[src/rtl/aha_clk_switch_ctrl.sv]
// Control sequencer for the glitch-free two-source clock switch.
// Accepts select requests, drives SELECT, tracks the switch's synchronized
// enable flags and reports DONE, or a sticky ERR when the switch times out.
module aha_clk_switch_ctrl #(
  parameter int unsigned TIMEOUT_W   = 16,
  parameter int unsigned TIMEOUT     = 1024,
  parameter int unsigned SYNC_STAGES = 2
) (
  input  logic MASTER_CLK0,
  input  logic master_clk0_reset_n,
  input  logic REQ_VALID,
  input  logic REQ_SEL,
  output logic REQ_READY,
  input  logic ERR_CLR,
  input  logic CLK0_EN_STS,
  input  logic CLK1_EN_STS,
  output logic SELECT,
  output logic CUR_SEL,
  output logic BUSY,
  output logic DONE,
  output logic ERR
);

  localparam logic [TIMEOUT_W-1:0] TMO_MAX  = TIMEOUT_W'(TIMEOUT);
  localparam logic [TIMEOUT_W-1:0] TMO_LAST = TIMEOUT_W'(TIMEOUT - 1);

  typedef enum logic [1:0] {
    IDLE     = 2'd0,
    WAIT_OFF = 2'd1,
    WAIT_ON  = 2'd2,
    FAULT    = 2'd3
  } state_t;

  state_t                 state_q, state_d;
  logic                   tgt_q, tgt_d;
  logic [TIMEOUT_W-1:0]   timer_q, timer_d;
  logic                   select_d, cur_sel_d, busy_d, done_d, err_d, ready_d;
  logic [SYNC_STAGES-1:0] sync0_q, sync1_q;
  logic                   en0_s, en1_s;
  logic                   exit_c;
  logic                   tmo_c;

  // Enable-flag synchronizers; only the last stage is used by the FSM.
  always_ff @(posedge MASTER_CLK0 or negedge master_clk0_reset_n) begin
    if (!master_clk0_reset_n) begin
      sync0_q <= '0;
      sync1_q <= '0;
    end else begin
      sync0_q <= {sync0_q[SYNC_STAGES-2:0], CLK0_EN_STS};
      sync1_q <= {sync1_q[SYNC_STAGES-2:0], CLK1_EN_STS};
    end
  end

  assign en0_s = sync0_q[SYNC_STAGES-1];
  assign en1_s = sync1_q[SYNC_STAGES-1];

  // State, working registers and registered outputs.
  always_ff @(posedge MASTER_CLK0 or negedge master_clk0_reset_n) begin
    if (!master_clk0_reset_n) begin
      state_q   <= IDLE;
      tgt_q     <= 1'b0;
      timer_q   <= '0;
      SELECT    <= 1'b0;
      CUR_SEL   <= 1'b0;
      BUSY      <= 1'b0;
      DONE      <= 1'b0;
      ERR       <= 1'b0;
      REQ_READY <= 1'b1;
    end else begin
      state_q   <= state_d;
      tgt_q     <= tgt_d;
      timer_q   <= timer_d;
      SELECT    <= select_d;
      CUR_SEL   <= cur_sel_d;
      BUSY      <= busy_d;
      DONE      <= done_d;
      ERR       <= err_d;
      REQ_READY <= ready_d;
    end
  end

  // Next-state and next-output logic.
  always_comb begin
    state_d   = state_q;
    tgt_d     = tgt_q;
    timer_d   = timer_q;
    select_d  = SELECT;
    cur_sel_d = CUR_SEL;
    done_d    = 1'b0;
    exit_c    = 1'b0;
    // >= keeps the fault reachable even if the timer saturated while
    // crossing from WAIT_OFF into WAIT_ON on the last allowed cycle.
    tmo_c     = (timer_q >= TMO_LAST);

    unique case (state_q)
      IDLE: begin
        if (REQ_VALID) begin
          if (REQ_SEL == CUR_SEL) begin
            done_d = 1'b1;
          end else begin
            tgt_d    = REQ_SEL;
            select_d = REQ_SEL;
            timer_d  = '0;
            state_d  = WAIT_OFF;
          end
        end
      end
      WAIT_OFF: begin
        if (timer_q != TMO_MAX) timer_d = timer_q + TIMEOUT_W'(1);
        exit_c = tgt_q ? ~en0_s : ~en1_s;
        if (exit_c)     state_d = WAIT_ON;
        else if (tmo_c) state_d = FAULT;
      end
      WAIT_ON: begin
        if (timer_q != TMO_MAX) timer_d = timer_q + TIMEOUT_W'(1);
        exit_c = tgt_q ? en1_s : en0_s;
        if (exit_c) begin
          cur_sel_d = tgt_q;
          done_d    = 1'b1;
          state_d   = IDLE;
        end else if (tmo_c) begin
          state_d = FAULT;
        end
      end
      FAULT: begin
        if (ERR_CLR) begin
          select_d = CUR_SEL;
          state_d  = IDLE;
        end
      end
      default: state_d = IDLE;
    endcase

    busy_d  = (state_d == WAIT_OFF) || (state_d == WAIT_ON);
    ready_d = (state_d == IDLE);
    err_d   = (state_d == FAULT);
  end

endmodule

[config.mk]
export PLATFORM = sky130hd
export DESIGN_NAME = aha_clk_switch_ctrl
export DESIGN_NICKNAME = d
export VERILOG_FILES = /design/src/rtl/aha_clk_switch_ctrl.sv
export SDC_FILE = /design/constraint.sdc
export NUM_CORES = 1
export LEC_CHECK = 0
export CELL_PAD_IN_SITES_DETAIL_PLACEMENT = 2
export CELL_PAD_IN_SITES_GLOBAL_PLACEMENT = 2
export CORE_ASPECT_RATIO = 1.2
export CORE_MARGIN = 4
export CORE_UTILIZATION = 39
export CTS_CLUSTER_SIZE = 12
export DETAILED_ROUTE_END_ITERATION = 12
export GPL_TIMING_DRIVEN = 0
export PLACE_DENSITY_LB_ADDON = 0.2
export SLEW_MARGIN = 20
export SYNTH_ARGS = -nofsm -noshare
export SYNTH_HDL_FRONTEND = slang
export SYNTH_SLANG_ARGS = --single-unit
[constraint.sdc]
create_clock -name MASTER_CLK0 -period 2.8 [get_ports MASTER_CLK0]
set_clock_uncertainty 0.1 [all_clocks]
set_input_delay 0.56 -clock MASTER_CLK0 [delete_from_list [all_inputs] [get_ports MASTER_CLK0]]
set_output_delay 0.56 -clock MASTER_CLK0 [all_outputs]
set_load 0.005 [all_outputs]
# Word level (Yosys, flattened, before mapping)
# Index checks and enable logic that the tools add are counted.
# W data, S select, Z words.
# op_classes
add_sub_neg	1
multipliers	0
n_div	0
order_cmp	1
eq_ne	12
shifts	0
mux	21
bitwise_logic	3
reduce_logical	10
# ops
cell	count
$mux W16	3
$pmux W16 S2	1
$add A16 B1 Y16 const B	1
$ge A16 B10 Y1 const B	1
$ne A16 B11 Y1 const B	1
$mux W2	6
$eq A2 B2 Y1 const B	4
$mux W1	8
$pmux W2 S4	1
$reduce_and A4 Y1	2
$ne A2 B2 Y1 const B	3
$eq A2 B1 Y1 const B	2
$logic_not A2 Y1	2
$pmux W1 S2	2
$reduce_bool A2 Y1	2
$not A1 Y1	3
$reduce_and A3 Y1	1
$ne A2 B1 Y1 const B	1
$reduce_and A2 Y1	1
$reduce_or A2 Y1	1
$eq A1 B1 Y1	1
$logic_or A1 B1 Y1	1
# word_totals
regBits	29
latchBits	0
ramBits	0
romBits	0
inputBits	7
out_inout_bits	6
word_cells	59
n_memories	0

# Logic depth before layout (Yosys ltp)
# depth
depth_word	6
mapped_depth	8
depth_no_buf	7

# Worst setup path before layout
# Ideal clock, no wire load.
# synth_timing
kind	register to register
from	register state_q[0]
to	register timer_q[4]
setup_time_ns	0.134
arrival_time_ns	1.606
required_time_ns	2.566
slack_ns	0.961
stages_incl_launch_ff	9
path_buffers	1
synth_period_minus_slack_ns	1.839
cell_sequence	dfrtp_1 inv_1 ha_1 inv_1 o22ai_2 buf_2 nand4_1 xor2_1 nor2_1
# synth_between
elab_chain_cells	4
elab_cells_between_ends	10
cone_classes	5 x eq/ne; 1 x mux; 4 x reduce/logical
# synth_lines
element	line_no	rtl
start, declared	34	state_t state_q, state_d;
start signal, assigned	70	state_q <= state_d;
$eq A2 B2 Y1 or $eq A2 B1 Y1 (tied branches)	95	unique case (state_q)
$reduce_or A2 Y1 (no source line)	--	
$ne A2 B1 Y1 (no source line) or $reduce_bool A2 Y1 (tied branches)	--	
$reduce_and A4 Y1 (no source line)	--	
end signal, assigned	72	timer_q <= timer_d;
end, declared	36	logic [TIMEOUT_W-1:0] timer_q, timer_d;
# Several ways; a longest one is shown, not always the timed one.
# A chain may end at the register's enable or synchronous reset.

# Final worst setup path
# layout_timing
from	input port REQ_SEL
to	register timer_q[14]
# layout_between
elab_chain_cells	3
# layout_lines
element	line_no	rtl
start, declared	12	input logic REQ_SEL,
$eq A1 B1 Y1	98	if (REQ_SEL == CUR_SEL) begin
$ne A2 B2 Y1 (no source line)	--	
$reduce_and A4 Y1 (no source line)	--	
# No other way between the ends.

==> results.cfg <==
[layout]
finalInstanceArea_um2 = 1890
final_cells = 235
layout-drive-gt1-share_pct = 11.0
nets = 193
antennaDiodeCount = 0
area_growth_pct = 20.2
fillers = 425

[sta]
tightest_slew_ns = 0.681
final_max_slew_viol_count = 0
slew_headroom_pct = 54.6
min_period_ns = 2.39
rsz0062_at_grt = no
setup_violations = 0
setup_tns_ns = 0
period_share_pct = 85.4
fin_ws_ns = 0.409
max_freq_mhz = 418
hold_viol = 0

[place]
dp_hpwl_um = 3020
place.port_buffers = 12
place.gp.congestion = 0.848
placed_area_um2 = 1750
dp_slack_ns = 0.176
place_inst = 227

[clocking]
cts_tree = built
cts_root_buffer = clkbuf_8
cts_buffers = 5
clk_pin_slew_worst_paths_ns = 0.07
clk_latency_ns = 0.29
cts_sinks = 29
cts_buffer_depth = 2
hold_buffers = 0
cts_max_level = 2
cts_resized = 0
post_cts_buffers = 0

[drt]
wire_per_inst_um = 18.7
route.met3.wl_um = 122
firstDrtPassIters = 4
drt-met1-wl_um = 1730
wl_met2_um = 2420
routed-via-count = 1306
top_layer = met4
first_iter_violations = 59
drcViolationCount = 0
via_per_inst = 5.56
ant_nets = 0
wirelength_um = 4400

[pwr]
peakVddDrop_mv = 0.369
total_power_w = 0.00149
cellPowerDensity_nw_per_um2 = 792
p_leak_nw = 0.859

[synthesis]
yosys_warnings = 0
synth_seq_cells = 29
netlist_instances = 161
yosysSeqAreaShare_pct = 46.3
synth_fp_nets = 174
synth_area_um2 = 1570
ys_types = 40
syn_avg_cell_area_um2 = 9.75

[critical_path]
crit_arrival_ns = 2.44
rrSetupSlack_ns = 0.47
end_kind = flop
crit_end = timer_q[14]$_DFFE_PN0P_
startpoint = REQ_SEL
rr_worst_depth = 8
cp-start-kind = input port
r2r_end = timer_q[4]$_DFFE_PN0P_
max_stage_delay_ns = 0.50
path_depth = 7
crit_required_ns = 2.85
cp_cell_sequence = clkdlybuf4s50_1 > xnor2_1 > o22ai_2 > buf_2 > nand4_1 > xor2_1 > nor2_1
worst-path-buf-inv = 2
regToRegStartpoint = state_q[0]$_DFF_PN0_
path_max_fanout = 10
slowest_stage = clkdlybuf4s50_1
critPathKind = in -> reg
crit_family = buffers and inverters

[global_route]
antenna_found_initial = 0
gr-total-overflow = 0
grt_pass1_vias = 1564
grt_max_degree = 30
grt_usage_pct = 20.0
grt_pass1_wl_um = 7760

[floorplan]
dieArea_um2 = 5110
die_w_um = 65.9
coreArea_um2 = 3910
ios = 13
die_y_um = 77.5
placementRows = 25
initial_core_util_pct = 40.2

[run]
drv_cap = 0

[worst_hold_path]
hp-class = in -> async

[status]
status = complete, no violations
cell families after synthesis:
logic type                 after synthesis  share of synthesized area (%)
AOI/OAI and AO/OA                       29                           12.8
xor gates and xnor gates                14                           7.81
adders and majority gates                6                           4.78
buffers and inverters                   15                           3.75
DFF                                     29                           46.3
muxes                                    4                           2.71
and+or+nand+nor                         64                           21.8
where the power goes:
| group | switching [W] | internal [W] |
|---|---|---|
| clock | 0.000171 | 0.000353 |
| combinational | 0.000271 | 0.000173 |
| sequential | 0.0000501 | 0.000476 |
| total | 0.000492 | 0.00100 |
registers in the layout, summed over array words and instances (netlist names):
signal / count
timer_q: 16
CUR_SEL: 1
ERR: 1
DONE: 1
tgt_q: 1
SELECT: 1
REQ_READY: 1
sync1_q: 2
state_q: 2
sync0_q: 2
BUSY: 1
layer usage:
layer / vias up / global-route usage, %
met4: 0 / 9.13
met3: 13 / 5.21
met1: 665 / 20.3
met5: - / 0
li1: 608 / -
met2: 20 / 36.9
how the worst min path moves through the flow:
| stage | startpoint | endpoint | slack [ns] |
|---|---|---|---|
| 2_1_floorplan | master_clk0_reset_n | BUSY$_DFF_PN0_ | 0.16 |
| 3_5_place_dp | sync1_q[0]$_DFF_PN0_ | sync1_q[1]$_DFF_PN0_ | 0.24 |
| 3_3_place_gp | sync0_q[0]$_DFF_PN0_ | sync0_q[1]$_DFF_PN0_ | 0.24 |
| 6_report | master_clk0_reset_n | tgt_q$_DFFE_PN0P_ | 0.21 |
| 4_1_cts | master_clk0_reset_n | tgt_q$_DFFE_PN0P_ | 0.22 |
| 5_1_grt | master_clk0_reset_n | ERR$_DFF_PN0_ | 0.25 |
worst reg2reg max path, stage by stage, from the launching register on:
cell and delay [ns]:
dfrtp_1 0.46, inv_1 0.13, ha_1 0.39, inv_1 0.10
o22ai_2 0.32, buf_2 0.30, nand4_1 0.18, xor2_1 0.17
nor2_1 0.06
placed cells by master, fill, tap and decap left out, types with 2 or more instances in the layout:
| cell type | instances |
|---|---|
| a21oi_1 | 8 |
| a31oi_1 | 3 |
| and2_1 | 2 |
| and4_1 | 3 |
| buf_2 | 3 |
| bufinv_16 | 2 |
| clkbuf_1 | 3 |
| clkbuf_8 | 5 |
| clkdlybuf4s50_1 | 11 |
| dfrtp_1 | 28 |
| ha_1 | 6 |
| inv_1 | 10 |
| mux2_2 | 2 |
| mux2i_1 | 2 |
| nand2_1 | 15 |
| nand3_1 | 7 |
| nand4_1 | 6 |
| nor2_1 | 18 |
| nor2b_1 | 2 |
| nor3_1 | 2 |
| nor4_1 | 2 |
| o211a_1 | 2 |
| o21ai_0 | 5 |
| o22ai_1 | 2 |
| xor2_1 | 13 |
Yosys cell counts:
| library cell | instances | share of area [%] |
|---|---|---|
| xnor2_1 | 1 | 0.56 |
| a32oi_1 | 1 | 0.56 |
| mux2_2 | 2 | 1.4 |
| nand3_1 | 7 | 2.2 |
| a221oi_1 | 1 | 0.56 |
| a31oi_1 | 3 | 1.2 |
| o31ai_2 | 1 | 0.80 |
| nor4_1 | 2 | 0.80 |
| or4_4 | 1 | 0.72 |
| nand4b_1 | 1 | 0.56 |
| mux2i_1 | 2 | 1.3 |
| or3_1 | 1 | 0.40 |
| o31a_2 | 1 | 0.64 |
| and3_1 | 1 | 0.40 |
| o32ai_1 | 1 | 0.56 |
| nor2b_1 | 2 | 0.80 |
| ha_1 | 6 | 4.8 |
| inv_1 | 10 | 2.4 |
| nor3_2 | 1 | 0.64 |
| o211ai_1 | 1 | 0.48 |
| and4_1 | 3 | 1.7 |
| nor4_4 | 1 | 1.4 |
| o211a_1 | 2 | 1.3 |
| nor3_1 | 2 | 0.64 |
| o22ai_2 | 1 | 0.80 |
| clkbuf_1 | 3 | 0.72 |
| buf_2 | 2 | 0.64 |
| nand4_1 | 6 | 2.4 |
| o22ai_1 | 2 | 0.80 |
| xor2_1 | 13 | 7.3 |
| o31ai_1 | 1 | 0.48 |
| dfrtp_1 | 28 | 45 |
| nor2_1 | 18 | 4.3 |
| nand2_1 | 15 | 3.6 |
| o21ai_0 | 5 | 1.6 |
| nor4b_1 | 1 | 0.56 |
| and2_1 | 2 | 0.80 |
| dfstp_2 | 1 | 1.7 |
| o221ai_1 | 1 | 0.56 |
| a21oi_1 | 8 | 2.5 |
per-stage QoR:
stage | util [%] | hold WS (ns)
floorplan | - | 0.164
global placement | 45.0 | 0.242
detailed placement | 44.8 | 0.238
CTS | 48.3 | 0.223
global route | 48.3 | 0.252
finish | 48.3 | 0.205
cell type report:
class | count | area [µm²] | area share (%)
multi-input cells | 117 | 785 | 41.6
clock buffers | 5 | 68.8 | 3.65
flip-flops and latches | 29 | 727 | 38.5
well taps | 54 | 67.6 | 3.58
repair buffers | 12 | 115 | 6.10
clock inverters | 3 | 65.1 | 3.45
plain buffers | 5 | 21.3 | 1.13
inverters | 10 | 37.5 | 1.99
Note: power is estimated with default switching activity, not from simulation.
